`src/rtl/gpr_writeback_arb_pkg.sv`:
```
// Shared register-id encoding and writeback payload types for the GPR writeback arbiter.
package gpr_writeback_arb_pkg;

  localparam int unsigned REG_ID_W = 7;
  localparam int unsigned DATA_W   = 32;
  localparam int unsigned GPR_CNT  = 16;

  typedef logic [REG_ID_W-1:0] uregId_t;

  localparam uregId_t UREG_R0  = 7'h00;
  localparam uregId_t UREG_R15 = 7'h0F;
  localparam uregId_t UREG_SR  = 7'h20;
  localparam uregId_t UREG_GBR = 7'h21;
  localparam uregId_t UREG_ZZR = 7'h7F;

  typedef struct packed {
    uregId_t           id;
    logic [DATA_W-1:0] val;
  } wbEntry_t;

  // R0..R15 occupy ids 0x00..0x0F; everything else is a special register
  function automatic logic isGpr(input uregId_t id);
    return id[REG_ID_W-1:4] == 3'b000;
  endfunction

  function automatic logic pendHit(input logic [GPR_CNT-1:0] sb, input uregId_t id);
    return isGpr(id) && sb[id[3:0]];
  endfunction

endpackage

```
`src/rtl/gpr_writeback_arb_if.sv`:
```
// Upstream/bank-side signal bundle of the GPR writeback arbiter.
interface gpr_writeback_arb_if;
  import gpr_writeback_arb_pkg::*;

  logic              exValid;
  uregId_t           exIdRn;
  logic [DATA_W-1:0] exValRn;
  logic              ldIssue;
  uregId_t           ldIdRn;
  logic              memValid;
  uregId_t           memIdRn;
  logic [DATA_W-1:0] memVal;
  uregId_t           qIdRs, qIdRt, qIdRn;
  logic [DATA_W-1:0] rawRs, rawRt, rawRn;
  logic [DATA_W-1:0] fwdRs, fwdRt, fwdRn;
  uregId_t           regIdRo;
  logic [DATA_W-1:0] regValRo;
  logic              wbHold;
  logic              wbErr;

  modport master (
    output exValid, exIdRn, exValRn, ldIssue, ldIdRn,
    output memValid, memIdRn, memVal,
    output qIdRs, qIdRt, qIdRn, rawRs, rawRt, rawRn,
    input  fwdRs, fwdRt, fwdRn, regIdRo, regValRo, wbHold, wbErr
  );

  modport slave (
    input  exValid, exIdRn, exValRn, ldIssue, ldIdRn,
    input  memValid, memIdRn, memVal,
    input  qIdRs, qIdRt, qIdRn, rawRs, rawRt, rawRn,
    output fwdRs, fwdRt, fwdRn, regIdRo, regValRo, wbHold, wbErr
  );
endinterface

```
`src/rtl/wb_fifo2.sv`:
```
// Two-entry FIFO buffering load returns that lose writeback arbitration.
module wb_fifo2
  import gpr_writeback_arb_pkg::*;
(
  input  logic     clock,
  input  logic     reset,
  input  logic     push,
  input  logic     pop,
  input  wbEntry_t pushData,
  output wbEntry_t head,
  output logic [1:0] count
);

  wbEntry_t mem [2];
  logic     rdPtr;
  logic     wrPtr;
  logic     doPush;
  logic     doPop;

  // A push into a full FIFO is only taken when the head leaves in the same cycle
  assign doPop  = pop && (count != 2'd0);
  assign doPush = push && ((count != 2'd2) || doPop);
  assign head   = mem[rdPtr];

  always_ff @(posedge clock or negedge reset) begin
    if (!reset) begin
      for (int i = 0; i < 2; i++) mem[i] <= '0;
      rdPtr <= 1'b0;
      wrPtr <= 1'b0;
      count <= 2'd0;
    end else begin
      if (doPush) begin
        mem[wrPtr] <= pushData;
        wrPtr      <= ~wrPtr;
      end
      if (doPop) rdPtr <= ~rdPtr;
      count <= count + 2'(doPush) - 2'(doPop);
    end
  end

endmodule

```
`src/rtl/gpr_writeback_arb.sv`:
```
// GPR write-port arbiter: merges EX results with load returns, tracks pending
// loads, requests pipeline hold on hazards and forwards the presented write.
module gpr_writeback_arb
  import gpr_writeback_arb_pkg::*;
#(
  parameter int unsigned FIFO_DEPTH = 2
) (
  input logic clock,
  input logic reset,
  gpr_writeback_arb_if.slave wb
);

  logic [GPR_CNT-1:0] pend;
  logic [GPR_CNT-1:0] pendNext;
  logic               roLoad;
  uregId_t            regIdQ;
  logic [DATA_W-1:0]  regValQ;
  logic               errQ;

  wbEntry_t   fifoHead;
  wbEntry_t   memEntry;
  wbEntry_t   selEntry;
  logic [1:0] fifoCount;
  logic       fifoPush;
  logic       fifoPop;
  logic       selValid;
  logic       selLoad;
  logic       hold;
  logic       exAcc;
  logic       ldAcc;

  assign memEntry = '{id: wb.memIdRn, val: wb.memVal};

  // Hazard hold: full buffer, RAW on any ID read, WAW from EX or a repeated load
  always_comb begin
    hold = (fifoCount == 2'(FIFO_DEPTH))
        || pendHit(pend, wb.qIdRs) || pendHit(pend, wb.qIdRt) || pendHit(pend, wb.qIdRn)
        || (wb.exValid && pendHit(pend, wb.exIdRn))
        || (wb.ldIssue && pendHit(pend, wb.ldIdRn));
  end

  assign exAcc = wb.exValid && !hold;
  assign ldAcc = wb.ldIssue && !hold;

  // Priority: accepted EX, then FIFO head, then a direct load return
  always_comb begin
    selValid = 1'b0;
    selLoad  = 1'b0;
    selEntry = '0;
    fifoPop  = 1'b0;
    fifoPush = 1'b0;
    if (exAcc) begin
      selValid = 1'b1;
      selEntry = '{id: wb.exIdRn, val: wb.exValRn};
      fifoPush = wb.memValid;
    end else if (fifoCount != 2'd0) begin
      selValid = 1'b1;
      selLoad  = 1'b1;
      selEntry = fifoHead;
      fifoPop  = 1'b1;
      fifoPush = wb.memValid;
    end else if (wb.memValid) begin
      selValid = 1'b1;
      selLoad  = 1'b1;
      selEntry = memEntry;
    end
  end

  wb_fifo2 uFifo (
    .clock    (clock),
    .reset    (reset),
    .push     (fifoPush),
    .pop      (fifoPop),
    .pushData (memEntry),
    .head     (fifoHead),
    .count    (fifoCount)
  );

  // Set is applied after clear so a same-edge reissue keeps the bit pending
  always_comb begin
    pendNext = pend;
    if (roLoad && isGpr(regIdQ)) pendNext[regIdQ[3:0]] = 1'b0;
    if (ldAcc && isGpr(wb.ldIdRn)) pendNext[wb.ldIdRn[3:0]] = 1'b1;
  end

  always_ff @(posedge clock or negedge reset) begin
    if (!reset) begin
      pend    <= '0;
      roLoad  <= 1'b0;
      regIdQ  <= UREG_ZZR;
      regValQ <= '0;
      errQ    <= 1'b0;
    end else begin
      pend <= pendNext;
      if (wb.memValid && !pendHit(pend, wb.memIdRn)) errQ <= 1'b1;
      if (selValid) begin
        regIdQ  <= selEntry.id;
        regValQ <= selEntry.val;
        roLoad  <= selLoad;
      end else begin
        regIdQ  <= UREG_ZZR;
        roLoad  <= 1'b0;
      end
    end
  end

  assign wb.regIdRo  = regIdQ;
  assign wb.regValRo = regValQ;
  assign wb.wbErr    = errQ;
  assign wb.wbHold   = hold;

  // Same-cycle read of the register being written sees the new value
  assign wb.fwdRs = (wb.qIdRs == regIdQ && regIdQ != UREG_ZZR) ? regValQ : wb.rawRs;
  assign wb.fwdRt = (wb.qIdRt == regIdQ && regIdQ != UREG_ZZR) ? regValQ : wb.rawRt;
  assign wb.fwdRn = (wb.qIdRn == regIdQ && regIdQ != UREG_ZZR) ? regValQ : wb.rawRn;

endmodule

```
`src/flat_wrapper.sv`:
```
// flat-port wrapper written by rule: the top's interface ports become plain ports
module gpr_writeback_arb_flat import gpr_writeback_arb_pkg::*;
#(
  parameter int unsigned FIFO_DEPTH = 2
)
  (clock, reset, wb_exValid, wb_exIdRn, wb_exValRn, wb_ldIssue, wb_ldIdRn, wb_memValid, wb_memIdRn, wb_memVal, wb_qIdRs, wb_qIdRt, wb_qIdRn, wb_rawRs, wb_rawRt, wb_rawRn, wb_fwdRs, wb_fwdRt, wb_fwdRn, wb_regIdRo, wb_regValRo, wb_wbHold, wb_wbErr);
  gpr_writeback_arb_if wb_i ();
  input logic clock;
  input logic reset;
  input wire logic [$bits(wb_i.exValid)-1:0] wb_exValid;
  input wire logic [$bits(wb_i.exIdRn)-1:0] wb_exIdRn;
  input wire logic [$bits(wb_i.exValRn)-1:0] wb_exValRn;
  input wire logic [$bits(wb_i.ldIssue)-1:0] wb_ldIssue;
  input wire logic [$bits(wb_i.ldIdRn)-1:0] wb_ldIdRn;
  input wire logic [$bits(wb_i.memValid)-1:0] wb_memValid;
  input wire logic [$bits(wb_i.memIdRn)-1:0] wb_memIdRn;
  input wire logic [$bits(wb_i.memVal)-1:0] wb_memVal;
  input wire logic [$bits(wb_i.qIdRs)-1:0] wb_qIdRs;
  input wire logic [$bits(wb_i.qIdRt)-1:0] wb_qIdRt;
  input wire logic [$bits(wb_i.qIdRn)-1:0] wb_qIdRn;
  input wire logic [$bits(wb_i.rawRs)-1:0] wb_rawRs;
  input wire logic [$bits(wb_i.rawRt)-1:0] wb_rawRt;
  input wire logic [$bits(wb_i.rawRn)-1:0] wb_rawRn;
  output wire logic [$bits(wb_i.fwdRs)-1:0] wb_fwdRs;
  output wire logic [$bits(wb_i.fwdRt)-1:0] wb_fwdRt;
  output wire logic [$bits(wb_i.fwdRn)-1:0] wb_fwdRn;
  output wire logic [$bits(wb_i.regIdRo)-1:0] wb_regIdRo;
  output wire logic [$bits(wb_i.regValRo)-1:0] wb_regValRo;
  output wire logic [$bits(wb_i.wbHold)-1:0] wb_wbHold;
  output wire logic [$bits(wb_i.wbErr)-1:0] wb_wbErr;
  assign wb_i.exValid = wb_exValid;
  assign wb_i.exIdRn = wb_exIdRn;
  assign wb_i.exValRn = wb_exValRn;
  assign wb_i.ldIssue = wb_ldIssue;
  assign wb_i.ldIdRn = wb_ldIdRn;
  assign wb_i.memValid = wb_memValid;
  assign wb_i.memIdRn = wb_memIdRn;
  assign wb_i.memVal = wb_memVal;
  assign wb_i.qIdRs = wb_qIdRs;
  assign wb_i.qIdRt = wb_qIdRt;
  assign wb_i.qIdRn = wb_qIdRn;
  assign wb_i.rawRs = wb_rawRs;
  assign wb_i.rawRt = wb_rawRt;
  assign wb_i.rawRn = wb_rawRn;
  assign wb_fwdRs = wb_i.fwdRs;
  assign wb_fwdRt = wb_i.fwdRt;
  assign wb_fwdRn = wb_i.fwdRn;
  assign wb_regIdRo = wb_i.regIdRo;
  assign wb_regValRo = wb_i.regValRo;
  assign wb_wbHold = wb_i.wbHold;
  assign wb_wbErr = wb_i.wbErr;
  gpr_writeback_arb #(.FIFO_DEPTH(FIFO_DEPTH)) u_core (.clock(clock), .reset(reset), .wb(wb_i));
endmodule
```
`config.mk`:
```
export PLATFORM = sky130hd
export DESIGN_NAME = gpr_writeback_arb_flat
export DESIGN_NICKNAME = d
export VERILOG_FILES = /design/src/rtl/gpr_writeback_arb_pkg.sv /design/src/rtl/gpr_writeback_arb_if.sv /design/src/rtl/wb_fifo2.sv /design/src/rtl/gpr_writeback_arb.sv /design/src/flat_wrapper.sv
export SDC_FILE = /design/constraint.sdc
export NUM_CORES = 1
export LEC_CHECK = 0
export ABC_CLOCK_PERIOD_IN_PS = 4890
export BUFFER_PORTS_ARGS = -buffer_cell sky130_fd_sc_hd__clkbuf_2
export CORE_MARGIN = 8
export CORE_UTILIZATION = 54
export DETAILED_ROUTE_END_ITERATION = 6
export PLACE_DENSITY_LB_ADDON = 0.1
export SYNTH_ARGS = -nofsm -noshare
export SYNTH_HDL_FRONTEND = slang
export SYNTH_SLANG_ARGS = --single-unit
```
`constraint.sdc`:
```
create_clock -name clock -period 4.89 [get_ports clock]
set_input_delay 0.489 -clock clock [delete_from_list [all_inputs] [get_ports clock]]
set_output_delay 0.489 -clock clock [all_outputs]
set_load 0.01 [all_outputs]
```
# Yosys cells after proc, flatten, opt, wreduce, memory -nomap -nowiden
# Cells that the tools add are included.
[word_totals]
register_bits = 139
inputBits = 207
elab_cells = 116
[classes]
add_sub_neg = 2
magnitude_cmp = 12
n_eq_ne = 6
mux = 40
bitwise = 7
n_reduce_logical = 37
[op_table]
columns = ["cell", "n"]
rows = [
  ["$mux W39", 7],
  ["$mux W32", 3],
  ["$bwmux W78", 1],
  ["$demux W39 S1", 1],
  ["$lt A4 B5 Y1 const B", 7],
  ["$mux W16", 2],
  ["$bmux W1 S4", 6],
  ["$eq A7 B7 Y1", 3],
  ["$logic_and A1 B1 Y1", 21],
  ["$logic_not A3 Y1", 7],
  ["$mux W1", 17],
  ["$and A16 B16 Y16", 1],
  ["$not A16 Y16", 1],
  ["$or A16 B16 Y16", 1],
  ["$demux W1 S4", 2],
  ["$ge A4 B1 Y1 const B", 2],
  ["$mux W7", 1],
  ["$ne A7 B7 Y1 const B", 1],
  ["$logic_or A1 B1 Y1", 6],
  ["$ge A2 B2 Y1 const B", 2],
  ["$not A1 Y2", 2],
  ["$add A2 B1 Y2", 1],
  ["$eq A2 B2 Y1 const B", 1],
  ["$logic_not A1 Y1", 2],
  ["other kinds (5)", 6],
]

# Longest topological paths before layout
[depth]
depth_word = 16
mapped_depth = 12
mapped_depth_nobuf = 10

# Cells and area by module
# From an unflattened synthesis, not the netlist that was laid out.
[unflattened]
cells_unflattened = 747
hier_area_um2 = 9116.2
[by_module_without_submodules]
columns = ["module", "n_inst", "cells_per_inst", "area_per_inst_um2"]
rows = [
  ["gpr_writeback_arb", 1, 523, 5560.3],
  ["wb_fifo2", 1, 224, 3555.9],
]

# Worst setup path after synthesis
# OpenSTA, ideal clock, no wires.
[synth_path]
kind = "input to register"
start = "input wb_qIdRs[0]"
end = "register u_core.uFifo.mem[71] (netlist name)"
t_arrival_ns = 3.098
t_required_ns = 4.762
slack_ns = 1.664
stages = 10
cell_sequence = "clkbuf_1 mux2_2 o311ai_0 o21ai_0 nor4_4 nand2_2 a211oi_2 buf_4 buf_6 mux2_1"
[synth_via]
elab_chain_len = 14
word_cells_on_any_way = 15
[synth_rtl]
columns = ["item", "line_no", "text"]
rows = [
  ["from (decl)", "flat_wrapper.sv:18", "input wire logic [$bits(wb_i.qIdRs)-1:0] wb_qIdRs;"],
  ["$bmux W1 S4 (*)", "gpr_writeback_arb_pkg.sv:27", "return isGpr(id) && sb[id[3:0]];"],
  ["$mux W1 (implied by the code) (*)", "gpr_writeback_arb_pkg.sv:27", ""],
  ["$logic_and A1 B1 Y1 (*)", "gpr_writeback_arb_pkg.sv:27", ""],
  ["$logic_or A1 B1 Y1 (*) (3 in series)", "gpr_writeback_arb.sv:37", "|| pendHit(pend, wb.qIdRs) || pendHit(pend, wb.qIdRt) || pendHit(pend, wb.qIdRn)"],
  ["$logic_or A1 B1 Y1 (*)", "gpr_writeback_arb.sv:38", "|| (wb.exValid && pendHit(pend, wb.exIdRn))"],
  ["$logic_or A1 B1 Y1 (*)", "gpr_writeback_arb.sv:39", "|| (wb.ldIssue && pendHit(pend, wb.ldIdRn));"],
  ["$logic_not A1 Y1 (*)", "gpr_writeback_arb.sv:42", "assign exAcc = wb.exValid && !hold;"],
  ["$logic_and A1 B1 Y1 (*)", "gpr_writeback_arb.sv:42", ""],
  ["$mux W1", "gpr_writeback_arb.sv:52", "if (exAcc) begin"],
  ["$logic_and A1 B1 Y1", "wb_fifo2.sv:21", "assign doPop = pop && (count != 2'd0);"],
  ["$logic_or A1 B1 Y1", "wb_fifo2.sv:22", "assign doPush = push && ((count != 2'd2) || doPop);"],
  ["$logic_and A1 B1 Y1 (*)", "wb_fifo2.sv:22", ""],
  ["to (signal, indexed assignment)", "wb_fifo2.sv:33", "mem[wrPtr] <= pushData;"],
  ["to (decl)", "wb_fifo2.sv:14", "wbEntry_t mem [2];"],
]
# Mark *: on every way between the ends. The rest lies on a longest branch, timed or not. The select of a mux whose other input is x is not followed.
# A chain may end at the register's enable or synchronous reset.

# Worst setup path after layout
[layout_path]
start = "register u_core.pend[12]"
end = "register u_core.uFifo.mem[32] (netlist name)"
[layout_via]
elab_chain_len = 14
word_cells_on_any_way = 29
[layout_rtl]
columns = ["item", "line_no", "text"]
rows = [
  ["from (decl)", "gpr_writeback_arb.sv:13", "logic [GPR_CNT-1:0] pend;"],
  ["from (signal assigned)", "gpr_writeback_arb.sv:94", "pend <= pendNext;"],
  ["$bmux W1 S4", "gpr_writeback_arb_pkg.sv:27", ""],
  ["$mux W1 (implied by the code)", "gpr_writeback_arb_pkg.sv:27", ""],
  ["$logic_and A1 B1 Y1", "gpr_writeback_arb_pkg.sv:27", ""],
  ["$logic_or A1 B1 Y1 (3 in series)", "gpr_writeback_arb.sv:37", ""],
  ["$logic_or A1 B1 Y1", "gpr_writeback_arb.sv:38", ""],
  ["$logic_or A1 B1 Y1 (*)", "gpr_writeback_arb.sv:39", ""],
  ["$logic_not A1 Y1 (*)", "gpr_writeback_arb.sv:42", ""],
  ["$logic_and A1 B1 Y1 (*)", "gpr_writeback_arb.sv:42", ""],
  ["$mux W1", "gpr_writeback_arb.sv:52", ""],
  ["$logic_and A1 B1 Y1", "wb_fifo2.sv:21", ""],
  ["$logic_or A1 B1 Y1", "wb_fifo2.sv:22", ""],
  ["$logic_and A1 B1 Y1 (*)", "wb_fifo2.sv:22", ""],
]
# Marks and branches as above.

==> results.sh <==
export IMPL_synth_cell_types=50
export IMPL_synth_avg_cell_area_um2=11.7
export IMPL_antenna_cells=0
export IMPL_start_kind="flip-flop"
export IMPL_critPathMostFrequentCell="mux2_2"
export IMPL_ys_seq_elements=139
export IMPL_root_buffer="clkbuf_16"
export IMPL_pwr_share_clk_pct=19.3
export IMPL_cp_arrival_ns=3.80
export IMPL_setup_viol=0
export IMPL_post_route_drc_count=0
export IMPL_r2r_cells=9
export IMPL_io_buffers=343
export IMPL_grt_pass1_wl_um=43000
export IMPL_slew_headroom_pct=38.5
export IMPL_cts_setup_buffers=0
export IMPL_synthArstFlopShare_pct=100
export IMPL_syn_nets=960
export IMPL_first_iter_violations=381
export IMPL_insertion_delay_ns=0.42
export IMPL_critical_path_buf_inv_count=1
export IMPL_die_w_um=144
export IMPL_gr_total_overflow=0
export IMPL_wl_per_cell_um=21.4
export IMPL_cts_hold_buf=0
export IMPL_slew_violations=0
export IMPL_cts_tree="done"
export IMPL_setup_tns_ns=0
export IMPL_worst_setup_path_type="reg -> reg"
export IMPL_power_frac_comb_pct=42.6
export IMPL_drt_first_pass_iters=4
export IMPL_cpPeakStageDelay_ns=0.54
export IMPL_cpLargestDelayFamily="simple AND/OR/NAND/NOR gates"
export IMPL_hold_class="in -> async"
export IMPL_pin_count=344
export IMPL_p_leak_uw=0.00510
export IMPL_fillers=1224
export IMPL_numCtsBuffers=17
export IMPL_tightest_slew_ns=0.921
export IMPL_yosysWarnings=0
export IMPL_grt_pass1_vias=7971
export IMPL_synth_main_ff_cell="dfrtp_1"
export IMPL_hold_viol_final=0
export IMPL_gp_congestion=0.914
export IMPL_routed_wirelength_um=27700
export IMPL_nets=1275
export IMPL_vdd_drop_max_uv=336
export IMPL_die_height_um=144
export IMPL_r2r_start="u_core.pend[12]"
export IMPL_drive_gt1_share_pct=58.4
export IMPL_max_freq_mhz=285
export IMPL_antenna_found_initial=0
export IMPL_period_share_pct=71.8
export IMPL_grt_usage_pct=26.8
export IMPL_htree_num_levels=4
export IMPL_syn_area_mm2=0.00883
export IMPL_grt_start_max_net_pins=101
export IMPL_crit_path_end_kind="flip-flop"
export IMPL_r2r_end="u_core.uFifo.mem[32]"
export IMPL_multi_input_comb_area_mm2=0.00510
export IMPL_power_internal_uw=3940
export IMPL_power_switching_uw=2360
export IMPL_min_period_ns=3.51
export IMPL_core_area_mm2=0.0159
export IMPL_required_ns=5.19
export IMPL_start_util_pct=55.4
export IMPL_avgViaCountPerCell=5.80
export IMPL_antenna_left=0
export IMPL_r2r_setup_slack_ns=1.38
export IMPL_synth_edff_count=0
export IMPL_p_seq_share_pct=38.2
export IMPL_regArea_mm2=0.00349
export IMPL_rows=46
export IMPL_dpl_hpwl_um=20500
export IMPL_die_area_mm2=0.0207
export IMPL_status="finished clean"
export IMPL_area_growth_pct=27.7
export IMPL_final_core_util_pct=70.7
export IMPL_clockBufferDepth=2
export IMPL_worstPathMaxFanout=28
export IMPL_crit_chain="mux2_2 -> or3_1 -> o211ai_1 -> o21ai_0 -> nor4_4 -> nand2_2 -> a21oi_4 -> buf_12 -> mux2_2"
export IMPL_clk_pin_slew_ns=0.06
export IMPL_power_density_mw_per_mm2=559
export IMPL_finClkSkew_ns=0.00664
export IMPL_ys_seq_area_share_pct=39.5
export IMPL_cap_violations=0
export IMPL_power_total_uw=6300
export IMPL_clkSinkCount=139
export IMPL_cts_repair_resized=0
export IMPL_slowest_stage="nor4_4"
export IMPL_postSynthCellCount=752
export IMPL_vias=7515
export IMPL_swShare_pct=37.5
export IMPL_rsz0062_at_grt="false"
==> state kept, by name, indices dropped and copies added, names as in the netlist <==
signal	flops
u_core.wb.wbErr	1
u_core.wb.regValRo	32
u_core.wb.regIdRo	7
u_core.roLoad	1
u_core.pend	16
u_core.uFifo.wrPtr	1
u_core.uFifo.count	2
u_core.uFifo.rdPtr	1
u_core.uFifo.mem	78
==> how the worst max path moves through the flow <==
stage,startpoint,end,slack [ns],cells past startpoint
after floorplan,wb_qIdRs[0],u_core.uFifo.mem[71],1.66,10
after global placement,wb_exIdRn[0],u_core.uFifo.mem[27],1.36,9
after detailed placement,wb_exIdRn[0],u_core.uFifo.mem[32],1.23,9
after CTS,u_core.pend[12],u_core.uFifo.mem[32],1.37,9
after global routing,u_core.pend[12],u_core.uFifo.mem[32],1.22,9
final,u_core.pend[12],u_core.uFifo.mem[32],1.38,9
==> synthesized netlist by cell type, drive strengths merged (2+ instances only) <==
| master | count | area, µm² |
|---|---|---|
| o41ai | 8 | 70.1 |
| nand2 | 18 | 70.1 |
| mux2 | 216 | 2430 |
| o211ai | 3 | 22.5 |
| dfstp | 7 | 184 |
| nor2b | 36 | 225 |
| dfrtp | 132 | 3300 |
| nand3b | 9 | 67.6 |
| buf | 17 | 91.3 |
| clkbuf | 43 | 161 |
| o311ai | 3 | 26.3 |
| o21ai | 28 | 140 |
| nor4b | 2 | 17.5 |
| a21oi | 36 | 184 |
| a211oi | 33 | 253 |
| mux2i | 55 | 551 |
| o2111ai | 2 | 17.5 |
| nand4 | 4 | 25.0 |
| nand3 | 5 | 25.0 |
| nor2 | 5 | 18.8 |
| xnor2 | 8 | 70.1 |
| inv | 6 | 22.5 |
| a22oi | 3 | 22.5 |
| o31a | 5 | 43.8 |
| mux4 | 17 | 383 |
| nand2b | 5 | 31.3 |
| xor2 | 16 | 140 |
| or2 | 4 | 25.0 |
| nor3 | 10 | 50.1 |
| or3 | 2 | 12.5 |
| or4 | 2 | 15.0 |
==> final cells by class <==
class	count	share of cell area (%)
inverters	6	0.200
repair buffers	356	16.3
clock inverters	7	0.577
well taps	216	2.40
flip-flops and latches	139	30.9
clock buffers	24	4.36
multi-input cells	547	45.3
==> through the flow <==
| step | std cells | setup WS (ns) | cell area (µm²) | hold slack [ns] |
|---|---|---|---|---|
| 3_3_place_gp | 1264 | 1.36 | 10700 | 0.454 |
| 6_report | 1295 | 1.38 | 11300 | 0.160 |
| 2_1_floorplan | 752 | 1.66 | 8830 | 0.193 |
| 5_1_grt | 1295 | 1.22 | 11300 | 0.246 |
| 4_1_cts | 1295 | 1.37 | 11300 | 0.216 |
| 3_5_place_dp | 1264 | 1.23 | 10700 | 0.455 |
==> per-layer routing <==
| metal | vias to the layer above | routed length (µm) | global-route usage, % |
|---|---|---|---|
| met5 | - | 0 | 0 |
| met4 | 0 | 654 | 9.57 |
| met3 | 51 | 2050 | 6.34 |
| met2 | 310 | 13700 | 45.5 |
| met1 | 3704 | 11200 | 32.5 |
| li1 | 3450 | - | - |
==> cells in the final DEF, fill, tap and decap left out, types with 17 or more instances in the layout <==
cell type and count:
mux4_2 17, o21ai_0 28, nor2b_1 36, mux2i_1 55
nand2_1 17, a21oi_1 35, a211oi_1 32, mux2_2 206
clkbuf_16 17, clkbuf_2 342, dfrtp_1 131
==> worst reg2reg max path: cells and delay by family (launching register included) <==
kind	cells	cell delay, ns
AND/OR/NAND/NOR	3	1.07
buffers and inverters	1	0.28
flip-flops	1	0.50
AO/OA/AOI/OAI	3	0.81
multiplexers	2	0.72
==> power by group through the flow <==
stage	clock network, µW	logic [µW]	registers [µW]
final	1220	2680	2410
after global routing	1280	2950	2490
after CTS	1230	2710	2390
after detailed placement	0	2690	2400
after global placement	0	2630	2390
after floorplan	0	1990	2170
==> cell families after synthesis <==
logic type / after synthesis / share of synthesized area, %
adders and majority gates: 1 / 0.142
AOI/OAI and AO/OA: 126 / 9.41
xor gates and xnor gates: 24 / 2.38
DFF: 139 / 39.5
muxes: 288 / 38.1
and+or+nand+nor: 108 / 7.30
buffers and inverters: 66 / 3.12
Power figures use the tool's default switching activity.
